### src/rtl/barcode_frame_serializer_pkg.sv
// Shared constants and FSM encoding for the barcode frame serializer.
// No ports.
package barcode_frame_serializer_pkg;

  localparam int DIGIT_W    = 4;
  localparam int DIGIT_BC_W = 11;
  localparam int GUARD_W    = 3;
  localparam logic [2:0] GUARD_PAT = 3'b101;

  typedef enum logic [1:0] {
    IDLE,
    GUARD_S,
    DATA,
    GUARD_E
  } state_t;

endpackage

### src/rtl/barcode_frame_serializer_if.sv
// Frame-in handshake plus bar-out stream bundle.
// master: digit source / bar sink; slave: serializer.
interface barcode_frame_serializer_if #(
  parameter int DIGITS = 4
);
  import barcode_frame_serializer_pkg::*;

  logic                      in_valid;
  logic                      in_ready;
  logic [DIGITS*DIGIT_W-1:0] digits;
  logic                      stall;
  logic                      bar_out;
  logic                      bar_valid;
  logic                      frame_start;
  logic                      frame_end;
  logic                      busy;

  modport master (
    output in_valid, digits, stall,
    input  in_ready, bar_out, bar_valid,
    input  frame_start, frame_end, busy
  );

  modport slave (
    input  in_valid, digits, stall,
    output in_ready, bar_out, bar_valid,
    output frame_start, frame_end, busy
  );

endinterface

### src/rtl/barcode_frame_serializer_enc.sv
// Combinational digit -> 11-bit bar pattern (MSB sent first).
// Ports: digit (4b in), pat (11b out).
module barcode_frame_serializer_enc (
  input  logic [3:0]  digit,
  output logic [10:0] pat
);

  assign pat = {2'b10,
                digit[3], ~digit[3],
                digit[2], ~digit[2],
                digit[1], ~digit[1],
                digit[0], ~digit[0],
                1'b0};

endmodule

### src/rtl/barcode_frame_serializer.sv
// Serialises a digit frame into a 1-bit/clk barcode with guards/checksum.
// Ports: clk, rst (async high), bus (slave: frame in, bar stream out).
module barcode_frame_serializer #(
  parameter int DIGITS    = 4,
  parameter bit GUARD_EN  = 1'b1,
  parameter bit CHKSUM_EN = 1'b1
) (
  input logic clk,
  input logic rst,
  barcode_frame_serializer_if.slave bus
);
  import barcode_frame_serializer_pkg::*;

  localparam int NDIG = DIGITS + int'(CHKSUM_EN);
  localparam int FW   = DIGITS * DIGIT_W;

  state_t       state, nstate;
  logic [3:0]   bit_cnt, nbit;
  logic [4:0]   dig_cnt, ndig;
  logic [FW-1:0] frame_q, fsrc;
  logic [3:0]   chk_q, chk_in, csrc, dsel;
  logic [10:0]  pat;
  logic         bo_q, bv_q, fs_q, fe_q;
  logic         rdy, acc, adv, upd;
  logic         nbo, nfe;

  // State/counters always describe the bit currently on bar_out.
  assign rdy = (state == IDLE) | (fe_q & ~bus.stall);
  assign acc = bus.in_valid & rdy;
  assign adv = bv_q & ~bus.stall;
  assign upd = acc | adv;

  always_comb begin
    chk_in = '0;
    for (int i = 0; i < DIGITS; i++)
      chk_in = chk_in + bus.digits[i*DIGIT_W +: DIGIT_W];
  end

  always_comb begin
    nstate = state;
    nbit   = bit_cnt;
    ndig   = dig_cnt;
    if (acc) begin
      nstate = GUARD_EN ? GUARD_S : DATA;
      nbit   = GUARD_EN ? 4'(GUARD_W-1) : 4'(DIGIT_BC_W-1);
      ndig   = '0;
    end else if (adv && fe_q) begin
      nstate = IDLE;
      nbit   = '0;
      ndig   = '0;
    end else if (adv) begin
      unique case (state)
        GUARD_S: begin
          if (bit_cnt == 4'd0) begin
            nstate = DATA;
            nbit   = 4'(DIGIT_BC_W-1);
          end else begin
            nbit = bit_cnt - 4'd1;
          end
        end
        DATA: begin
          if (bit_cnt != 4'd0) begin
            nbit = bit_cnt - 4'd1;
          end else if (dig_cnt == 5'(NDIG-1)) begin
            nstate = GUARD_E;
            nbit   = 4'(GUARD_W-1);
          end else begin
            ndig = dig_cnt + 5'd1;
            nbit = 4'(DIGIT_BC_W-1);
          end
        end
        GUARD_E: nbit = bit_cnt - 4'd1;
        default: ;
      endcase
    end
  end

  // On accept the frame is still on the bus, so select from it directly.
  always_comb begin
    fsrc = acc ? bus.digits : frame_q;
    csrc = acc ? chk_in : chk_q;
    dsel = '0;
    for (int i = 0; i < DIGITS; i++)
      if (ndig == 5'(i))
        dsel = fsrc[(DIGITS-1-i)*DIGIT_W +: DIGIT_W];
    if (CHKSUM_EN && ndig == 5'(DIGITS))
      dsel = csrc;
  end

  barcode_frame_serializer_enc u_enc (
    .digit (dsel),
    .pat   (pat)
  );

  always_comb begin
    nbo = 1'b0;
    unique case (nstate)
      GUARD_S, GUARD_E: nbo = GUARD_PAT[nbit[1:0]];
      DATA:             nbo = pat[nbit];
      default:          nbo = 1'b0;
    endcase
    if (GUARD_EN)
      nfe = (nstate == GUARD_E) && (nbit == 4'd0);
    else
      nfe = (nstate == DATA) && (nbit == 4'd0)
            && (ndig == 5'(NDIG-1));
  end

  always_ff @(posedge clk or posedge rst) begin
    if (rst) begin
      state   <= IDLE;
      bit_cnt <= '0;
      dig_cnt <= '0;
      frame_q <= '0;
      chk_q   <= '0;
      bo_q    <= 1'b0;
      bv_q    <= 1'b0;
      fs_q    <= 1'b0;
      fe_q    <= 1'b0;
    end else if (upd) begin
      state   <= nstate;
      bit_cnt <= nbit;
      dig_cnt <= ndig;
      bo_q    <= nbo;
      bv_q    <= (nstate != IDLE);
      fs_q    <= acc;
      fe_q    <= nfe;
      if (acc) begin
        frame_q <= bus.digits;
        chk_q   <= chk_in;
      end
    end
  end

  assign bus.in_ready    = rdy;
  assign bus.bar_out     = bo_q;
  assign bus.bar_valid   = bv_q;
  assign bus.frame_start = fs_q;
  assign bus.frame_end   = fe_q;
  assign bus.busy        = (state != IDLE);

endmodule

### src/flat_wrapper.sv
// flat-port wrapper written by rule: the top's interface ports become plain ports
module barcode_frame_serializer_flat import barcode_frame_serializer_pkg::*;
#(
  parameter int DIGITS    = 4,
  parameter bit GUARD_EN  = 1'b1,
  parameter bit CHKSUM_EN = 1'b1
)
  (clk, rst, bus_in_valid, bus_digits, bus_stall, bus_in_ready, bus_bar_out, bus_bar_valid, bus_frame_start, bus_frame_end, bus_busy);
  barcode_frame_serializer_if #(.DIGITS(DIGITS)) bus_i ();
  input logic clk;
  input logic rst;
  input wire logic [$bits(bus_i.in_valid)-1:0] bus_in_valid;
  input wire logic [$bits(bus_i.digits)-1:0] bus_digits;
  input wire logic [$bits(bus_i.stall)-1:0] bus_stall;
  output wire logic [$bits(bus_i.in_ready)-1:0] bus_in_ready;
  output wire logic [$bits(bus_i.bar_out)-1:0] bus_bar_out;
  output wire logic [$bits(bus_i.bar_valid)-1:0] bus_bar_valid;
  output wire logic [$bits(bus_i.frame_start)-1:0] bus_frame_start;
  output wire logic [$bits(bus_i.frame_end)-1:0] bus_frame_end;
  output wire logic [$bits(bus_i.busy)-1:0] bus_busy;
  assign bus_i.in_valid = bus_in_valid;
  assign bus_i.digits = bus_digits;
  assign bus_i.stall = bus_stall;
  assign bus_in_ready = bus_i.in_ready;
  assign bus_bar_out = bus_i.bar_out;
  assign bus_bar_valid = bus_i.bar_valid;
  assign bus_frame_start = bus_i.frame_start;
  assign bus_frame_end = bus_i.frame_end;
  assign bus_busy = bus_i.busy;
  barcode_frame_serializer #(.DIGITS(DIGITS), .GUARD_EN(GUARD_EN), .CHKSUM_EN(CHKSUM_EN)) u_core (.clk(clk), .rst(rst), .bus(bus_i));
endmodule
### config.mk
export PLATFORM = sky130hd
export DESIGN_NAME = barcode_frame_serializer_flat
export DESIGN_NICKNAME = d
export VERILOG_FILES = /design/src/rtl/barcode_frame_serializer_pkg.sv /design/src/rtl/barcode_frame_serializer_if.sv /design/src/rtl/barcode_frame_serializer_enc.sv /design/src/rtl/barcode_frame_serializer.sv /design/src/flat_wrapper.sv
export SDC_FILE = /design/constraint.sdc
export NUM_CORES = 1
export LEC_CHECK = 0
export ABC_CLOCK_PERIOD_IN_PS = 4200
export CAP_MARGIN = 20
export CORE_MARGIN = 2
export CORE_UTILIZATION = 50
export CTS_BUF_LIST = sky130_fd_sc_hd__clkbuf_8
export DETAILED_ROUTE_END_ITERATION = 16
export PLACE_DENSITY_LB_ADDON = 0.1
export SLEW_MARGIN = 5
export SYNTH_ARGS = -nofsm -noshare
export SYNTH_HDL_FRONTEND = slang
export SYNTH_HIERARCHICAL = 1
export SYNTH_SLANG_ARGS = --single-unit
### constraint.sdc
create_clock -name clk -period 4.2 [get_ports clk]
set_input_delay 0.63 -clock clk [delete_from_list [all_inputs] [get_ports clk]]
set_output_delay 0.63 -clock clk [all_outputs]
set_load 0.1 [all_outputs]
==> results.md, run 1 <==
- Chip Height: 75.89 um
- Sequential cell area fraction in the yosys report: 33.90%
- Share of the synthesized area in the top cell type: 33.90%
- Top cell family by delay on the critical path: adder cells
- Die X-Extent: 75.89 um
- CP startpoint: bus_digits[1]
- Wire length reported by the detailed router: 5.989 mm
- Via count of the first global-routing pass: 2185
- Library cell occupying the most area in the post-synthesis netlist: sky130_fd_sc_hd__dfrtp_1
- Number of placed instances, taps included: 399
- Kind of end point of the critical path: flip-flop
- Initial standard-cell utilization of the core: 51.24%
- Max Fanout on Critical Path: 3
- Post-route ant nets: 0
- Cell row count: 26
- Detailed router's first-iteration violation count: 138
- Number of antenna violations at the first check in global routing: 0
- Total number of vias: 2228
- Finished Cell Area: 3057 um2
- Number of synthesized flops with an enable pin: 0
- Critical Path End: u_core/bus.bar_out
- Flip-flop and latch count after synthesis: 35
- Final critical-path required period: 3.928 ns
- Period Utilization, post-route: 93.52%
- CP cell instances: dlymetal6s2s_1 -> fa_1 -> fa_1 -> ha_2 -> inv_2 -> fa_2 -> xor2_1 -> xnor2_1 -> xnor2_1 -> o21ai_1 -> a221o_1 -> inv_1 -> nand2_1 -> mux2i_1 -> a211oi_1 -> or3_1 -> a31oi_1
- Crit path max-delay cell type: sky130_fd_sc_hd__fa_1
- CTS tree: done
- Register-to-register path setup slack: 0.27 ns
- Final slew viol count: 0
- Sequential cell area: 875.8 um2
- Antenna diode instance count: 0
- Final worst clock skew: 0.004124 ns
- Total of hold buffers inserted after clock tree synthesis: 0
- P per Cell Area: 611.8 nW/um2
- Area of the core region: 5042 um2
- Total congestion overflow after global routing: 0
- Reg2Reg Depth: 17
- Post-synth top flop: sky130_fd_sc_hd__dfrtp_1
- Clock input transition at the sequential cells of the worst setup and hold paths: 0.07 ns
- Number of distinct library cells after synthesis: 57
- Yosys warns: 6
- Overall routing resource usage: 23.22%
- Gate count after technology mapping: 306
- Cts bufs inserted: 5
- Syn avg cell area: 8.444 um2
- Filler instances: 448
- Clock root buffer: sky130_fd_sc_hd__clkbuf_8
- Die outline area: 5759 um2
- Port bufs: 25
- Final Hold Vio Count: 0
- Launch point of the worst reg-to-reg path: u_core/bit_cnt[1]
- FFs w/ async S/R, synth: 100.0%
- CP Depth: 17
- Number of levels in the clock H-tree: 2
- Area used by multi-input combinational logic: 1509 um2
- Total number of clock tree sinks: 35
- Largest net degree at the start of global routing: 36
- Synth-to-layout area growth: 18.31%
- Rel. slew slack: 35.26%
- Req. time, crit path: 4.40 ns
- DRC violations left: 0
- Post-placement cell area: 2932 um2
- IR drop worst, VDD: 0.0003217 V
- Maximum frequency from static timing analysis: 254.6 MHz
- Max-capacitance violation count: 0
- Setup repair after global routing missed its margin: false
- Crit path launch type: input port
- Final setup viols: 0
- Top-level port count: 26
- Drt pass-1 iters: 4
- Synth Cell Area: 2584 um2
- Count of nets after finishing: 374
- Wire length of the first global-routing pass: 10.05 mm
- Final cell count without fillers: 408
- Top-count cell post-synth: sky130_fd_sc_hd__nand2_1
- Proportion of layout cells with a drive suffix above 1: 11.83%
- Class of the tightest hold or removal check: reg2reg
- Leak pwr: 0.001469 uW
- Arrival time of data at the critical path endpoint: 4.12 ns
- Post-detailed-route via-to-cell ratio: 5.461
- Reg2reg end: u_core/bus.bar_out
- Buf/Inv on CP: 3
- Most numerous cell types in the synthesized netlist: 58 x sky130_fd_sc_hd__nand2_1, 35 x sky130_fd_sc_hd__dfrtp_1, 27 x sky130_fd_sc_hd__inv_1, 18 x sky130_fd_sc_hd__nor2_1
- Routability congestion estimate from global placement: 0.8829
- Startpoint-to-endpoint class of the critical path: in2reg
- Average wire length per cell after detail routing: 14.68 um
- Clock latency of the later-clocked register in the worst-skew pair: 0.27 ns
- Crit-path max cell delay: 0.52 ns
- Detailed Place HPWL: 4.545 mm
- Outcome: finished clean
- Clock tree buffer depth: 2
- Most area-consuming cells after synthesis: sky130_fd_sc_hd__dfrtp_1 34%, sky130_fd_sc_hd__nand2_1 8.4%, sky130_fd_sc_hd__ha_1 5.3%, sky130_fd_sc_hd__fa_1 4.6%, sky130_fd_sc_hd__inv_1 3.9%
- Transition time at the pin with the least slew margin: 0.9681 ns
==> sequential cells by signal, indices dropped and copies added (netlist names) <==
signal	flops
u_core/frame_q	16
u_core/bus.bar_valid	1
u_core/bit_cnt	4
u_core/state	2
u_core/dig_cnt	5
u_core/bus.frame_start	1
u_core/chk_q	4
u_core/bus.bar_out	1
u_core/bus.frame_end	1
==> how the worst min path moves through the flow <==
stage	endpoint	cells after the start	slack [ns]	from
2_1_floorplan	u_core/frame_q[0]	2	0.43	u_core/frame_q[0]
3_3_place_gp	u_core/frame_q[6]	2	0.45	u_core/frame_q[6]
3_5_place_dp	u_core/frame_q[6]	2	0.46	u_core/frame_q[6]
4_1_cts	u_core/frame_q[6]	2	0.47	u_core/frame_q[6]
5_1_grt	u_core/frame_q[7]	2	0.50	u_core/frame_q[7]
6_report	u_core/frame_q[2]	2	0.47	u_core/frame_q[2]
==> cells by family after synthesis <==
kind of cell               share of synthesized area [%]
buffers and inverters                              8.378
and+or+nand+nor                                    27.26
DFF                                                33.90
AOI/OAI and AO/OA                                  14.72
adders and majority gates                          9.976
muxes                                              2.760
xor gates and xnor gates                           2.712
other                                             0.2907
==> metrics by stage <==
step	total power (uW)	setup TNS, ns	util (%)	setup slack, ns	hold WS (ns)
2_1_floorplan	1362	0	-	0.1772	0.4339
3_3_place_gp	1592	-0.3344	58.14	-0.3344	0.4492
3_5_place_dp	1600	-0.4035	58.14	-0.4035	0.4565
4_1_cts	1871	0	60.17	0.007762	0.4744
5_1_grt	2016	0	60.62	0.01320	0.4961
6_report	1870	0	60.62	0.2724	0.4664
==> metal layers <==
metal  global-route usage, %  vias up  part of all wire [%]
met4                   7.797        0                  0.60
met1                   30.20     1071                    45
li1                        -     1103                     -
met2                   39.37       52                    50
met3                   3.704        2                   4.4
met5                       0        -                     0
==> worst register-to-register path: cells and delay by family (launching register included) <==
family	cells	cell delay, ns
simple gates	8	1.94
compound gates	4	0.76
xor+xnor	1	0.25
fa+ha+maj	1	0.15
buf+inv	3	0.30
flops	1	0.45
==> where the power goes <==
part           internal, uW  switching, uW  total [uW]
Sequential              463           60.6         524
Clock                   147            113         260
Combinational           376            710        1090
Total                   986            884        1870
==> final cells by class <==
cell class / instances / share of cell area (%)
multi-input cells: 226 / 49.37
flip-flops and latches: 35 / 28.65
repair buffers: 42 / 12.53
inverters: 27 / 3.316
clock buffers: 7 / 3.152
well taps: 70 / 2.865
clock inverters: 1 / 0.1228
==> placed cells by master, fill, tap and decap left out, types with 4 or more instances in the layout <==
cell,netlist,layout
sky130_fd_sc_hd__nor2_1,18,18
sky130_fd_sc_hd__nor2b_1,4,4
sky130_fd_sc_hd__clkbuf_8,0,7
sky130_fd_sc_hd__nand2_1,58,58
sky130_fd_sc_hd__or3_1,7,7
sky130_fd_sc_hd__a221o_1,4,4
sky130_fd_sc_hd__buf_4,7,18
sky130_fd_sc_hd__o22ai_1,5,5
sky130_fd_sc_hd__xnor2_1,6,6
sky130_fd_sc_hd__fa_1,6,4
sky130_fd_sc_hd__nand3_1,8,8
sky130_fd_sc_hd__nor3_1,8,8
sky130_fd_sc_hd__dfrtp_1,35,35
sky130_fd_sc_hd__o21ai_0,11,10
sky130_fd_sc_hd__nor4_1,4,4
sky130_fd_sc_hd__clkdlybuf4s50_1,0,15
sky130_fd_sc_hd__ha_1,11,10
sky130_fd_sc_hd__inv_1,27,27
sky130_fd_sc_hd__mux2i_1,6,6
sky130_fd_sc_hd__a21oi_1,9,9
sky130_fd_sc_hd__dlymetal6s2s_1,0,7
==> what timing repair did <==
item / CTS / global route
gates resized for setup: 5 / 14
endpoints found under the setup margin: 1 / 1
setup buffers: 0 / 1
endpoints found under the hold margin: 0 / 0
pin swaps: 7 / 14
(Power assumes the default switching activity.)
==> inputs of run 2 (changes only) <==
--- a/config.mk
+++ b/config.mk
@@ -12,6 +12,7 @@
 export CTS_BUF_LIST = sky130_fd_sc_hd__clkbuf_8
 export DETAILED_ROUTE_END_ITERATION = 16
 export PLACE_DENSITY_LB_ADDON = 0.1
+export SKIP_CTS_REPAIR_TIMING = 1
 export SLEW_MARGIN = 5
 export SYNTH_ARGS = -nofsm -noshare
 export SYNTH_HDL_FRONTEND = slang
==> results.md, run 2 (synthesized netlist as in run 1, its figures left out) <==
- Outcome: finished clean
- IR drop worst, VDD: 0.0003216 V
- Clock tree buffer depth: 2
- Launch point of the worst reg-to-reg path: u_core/bit_cnt[1]
- Filler instances: 445
- Reg2Reg Depth: 17
- Period Utilization, post-route: 93.86%
- Post-detailed-route via-to-cell ratio: 5.485
- Leak pwr: 0.001489 uW
- Class of the tightest hold or removal check: reg2reg
- Post-route ant nets: 0
- CTS tree: done
- Final cell count without fillers: 408
- Final critical-path required period: 3.942 ns
- Setup TNS: 0 ns
- Total number of vias: 2238
- Die X-Extent: 75.89 um
- Clock latency of the later-clocked register in the worst-skew pair: 0.28 ns
- Overall routing resource usage: 23.17%
- Crit path launch type: flip-flop
- Synth-to-layout area growth: 18.84%
- Flip-flop count of the largest register after layout: 16
- Arrival time of data at the critical path endpoint: 4.14 ns
- Via count of the first global-routing pass: 2182
- Max Fanout on Critical Path: 6
- CP cell instances: inv_1 -> ha_1 -> buf_4 -> nor3b_2 -> nand4_1 -> xnor2_1 -> nor2_1 -> or3_1 -> or3_1 -> a221o_1 -> inv_1 -> nand2_1 -> nand3_1 -> o21ai_0 -> a21oi_1 -> or4b_1 -> a31oi_1
- Cell row count: 26
- Antenna diode instance count: 0
- Final slew viol count: 0
- Kind of end point of the critical path: flip-flop
- Fin util: 60.89%
- Worst hold endpoint: u_core/frame_q[2]
- Detailed router's first-iteration violation count: 159
- Number of levels in the clock H-tree: 2
- Req. time, crit path: 4.40 ns
- Chip Height: 75.89 um
- Transition time at the pin with the least slew margin: 0.9681 ns
- Rel. slew slack: 35.26%
- Final worst clock skew: 0.003626 ns
- Hold Path Cell Cnt: 2
- Startpoint of the tightest hold check path: u_core/frame_q[2]
- Startpoint-to-endpoint class of the critical path: reg2reg
- Top library cells by usage in the layout, fill and taps aside: 58 x sky130_fd_sc_hd__nand2_1, 35 x sky130_fd_sc_hd__dfrtp_1, 28 x sky130_fd_sc_hd__inv_1
- Detailed Place HPWL: 4.545 mm
- Most frequent standard cell in the layout excluding fill and tap cells: sky130_fd_sc_hd__nand2_1
- Routability congestion estimate from global placement: 0.8829
- Top reg by flops: u_core/frame_q
- DRC violations left: 0
- Wire length of the first global-routing pass: 10.03 mm
- Setup repair after global routing missed its margin: false
- Total number of clock tree sinks: 35
- Maximum frequency from static timing analysis: 253.7 MHz
- Number of placed instances, taps included: 399
- Crit path max-delay cell type: sky130_fd_sc_hd__or4b_1
- Clock root buffer: sky130_fd_sc_hd__clkbuf_8
- Drt pass-1 iters: 4
- Area of the core region: 5042 um2
- Final setup viols: 0
- Cts bufs inserted: 5
- Top-level port count: 26
- Register-to-register path setup slack: 0.26 ns
- Clock input transition at the sequential cells of the worst setup and hold paths: 0.07 ns
- P per Cell Area: 609.5 nW/um2
- Total congestion overflow after global routing: 0
- Wire length reported by the detailed router: 6.039 mm
- Port bufs: 25
- Reg2reg end: u_core/bus.bar_out
- Final Hold Vio Count: 0
- Largest net degree at the start of global routing: 36
- Number of antenna violations at the first check in global routing: 0
- Die outline area: 5759 um2
- Crit-path max cell delay: 0.48 ns
- Initial standard-cell utilization of the core: 51.24%
- Proportion of layout cells with a drive suffix above 1: 10.65%
- Max-capacitance violation count: 0
- Count of nets after finishing: 374
- Average wire length per cell after detail routing: 14.80 um
- Top flop regs: u_core/frame_q x16, u_core/dig_cnt x5
-- run 2: power by group --
part           switching [uW]  internal [uW]
Sequential               60.5            463
Clock                     114            147
Combinational             710            376
Total                     885            987
-- run 2: worst max-delay path by stage --
| stage | startpoint | end |
|---|---|---|
| after floorplan | bus_digits[1] | u_core/bus.bar_out |
| after global placement | bus_digits[1] | u_core/bus.bar_out |
| after detailed placement | bus_digits[1] | u_core/bus.bar_out |
| after CTS | bus_digits[1] | u_core/bus.bar_out |
| after global routing | u_core/bit_cnt[1] | u_core/bus.bar_out |
| final | u_core/bit_cnt[1] | u_core/bus.bar_out |
-- run 2: metal layers --
layer / share of wire [%] / global-route usage, % / vias to the layer above
met1: 45 / 30.03 / 1069
met2: 49 / 39.37 / 62
li1: - / - / 1103
met4: 1.2 / 7.797 / 0
met3: 4.8 / 3.704 / 4
met5: 0 / 0 / -
-- run 2: stage by stage --
stage	hold WS, ns	setup slack [ns]	cell area (um2)	total power [uW]
after floorplan	0.4339	0.1772	2587	1362
after global placement	0.4492	-0.3344	2932	1592
after detailed placement	0.4565	-0.4035	2932	1600
after CTS	0.4744	-0.1123	3032	1870
after global routing	0.4961	0.01336	3070	2018
final	0.4666	0.2579	3070	1872
-- run 2: area by class of cell --
| type | instances | area (um2) | area share, % |
|---|---|---|---|
| multi-input combinational | 226 | 1508 | 49.10 |
| tap | 70 | 87.58 | 2.852 |
| clock inverter | 1 | 3.754 | 0.1222 |
| inverter | 27 | 101.3 | 3.301 |
| clock buffer | 7 | 96.34 | 3.138 |
| timing repair buffer | 42 | 397.9 | 12.96 |
| sequential | 35 | 875.8 | 28.52 |
-- run 2: worst max-delay path, delay by kind of cell (launching register included) --
kind | cells | cell delay, ns
AND/OR/NAND/NOR | 8 | 1.95
flip-flops | 1 | 0.46
buffers and inverters | 3 | 0.30
AO/OA/AOI/OAI | 4 | 0.75
adder cells (fa/ha/maj) | 1 | 0.15
XOR/XNOR | 1 | 0.25
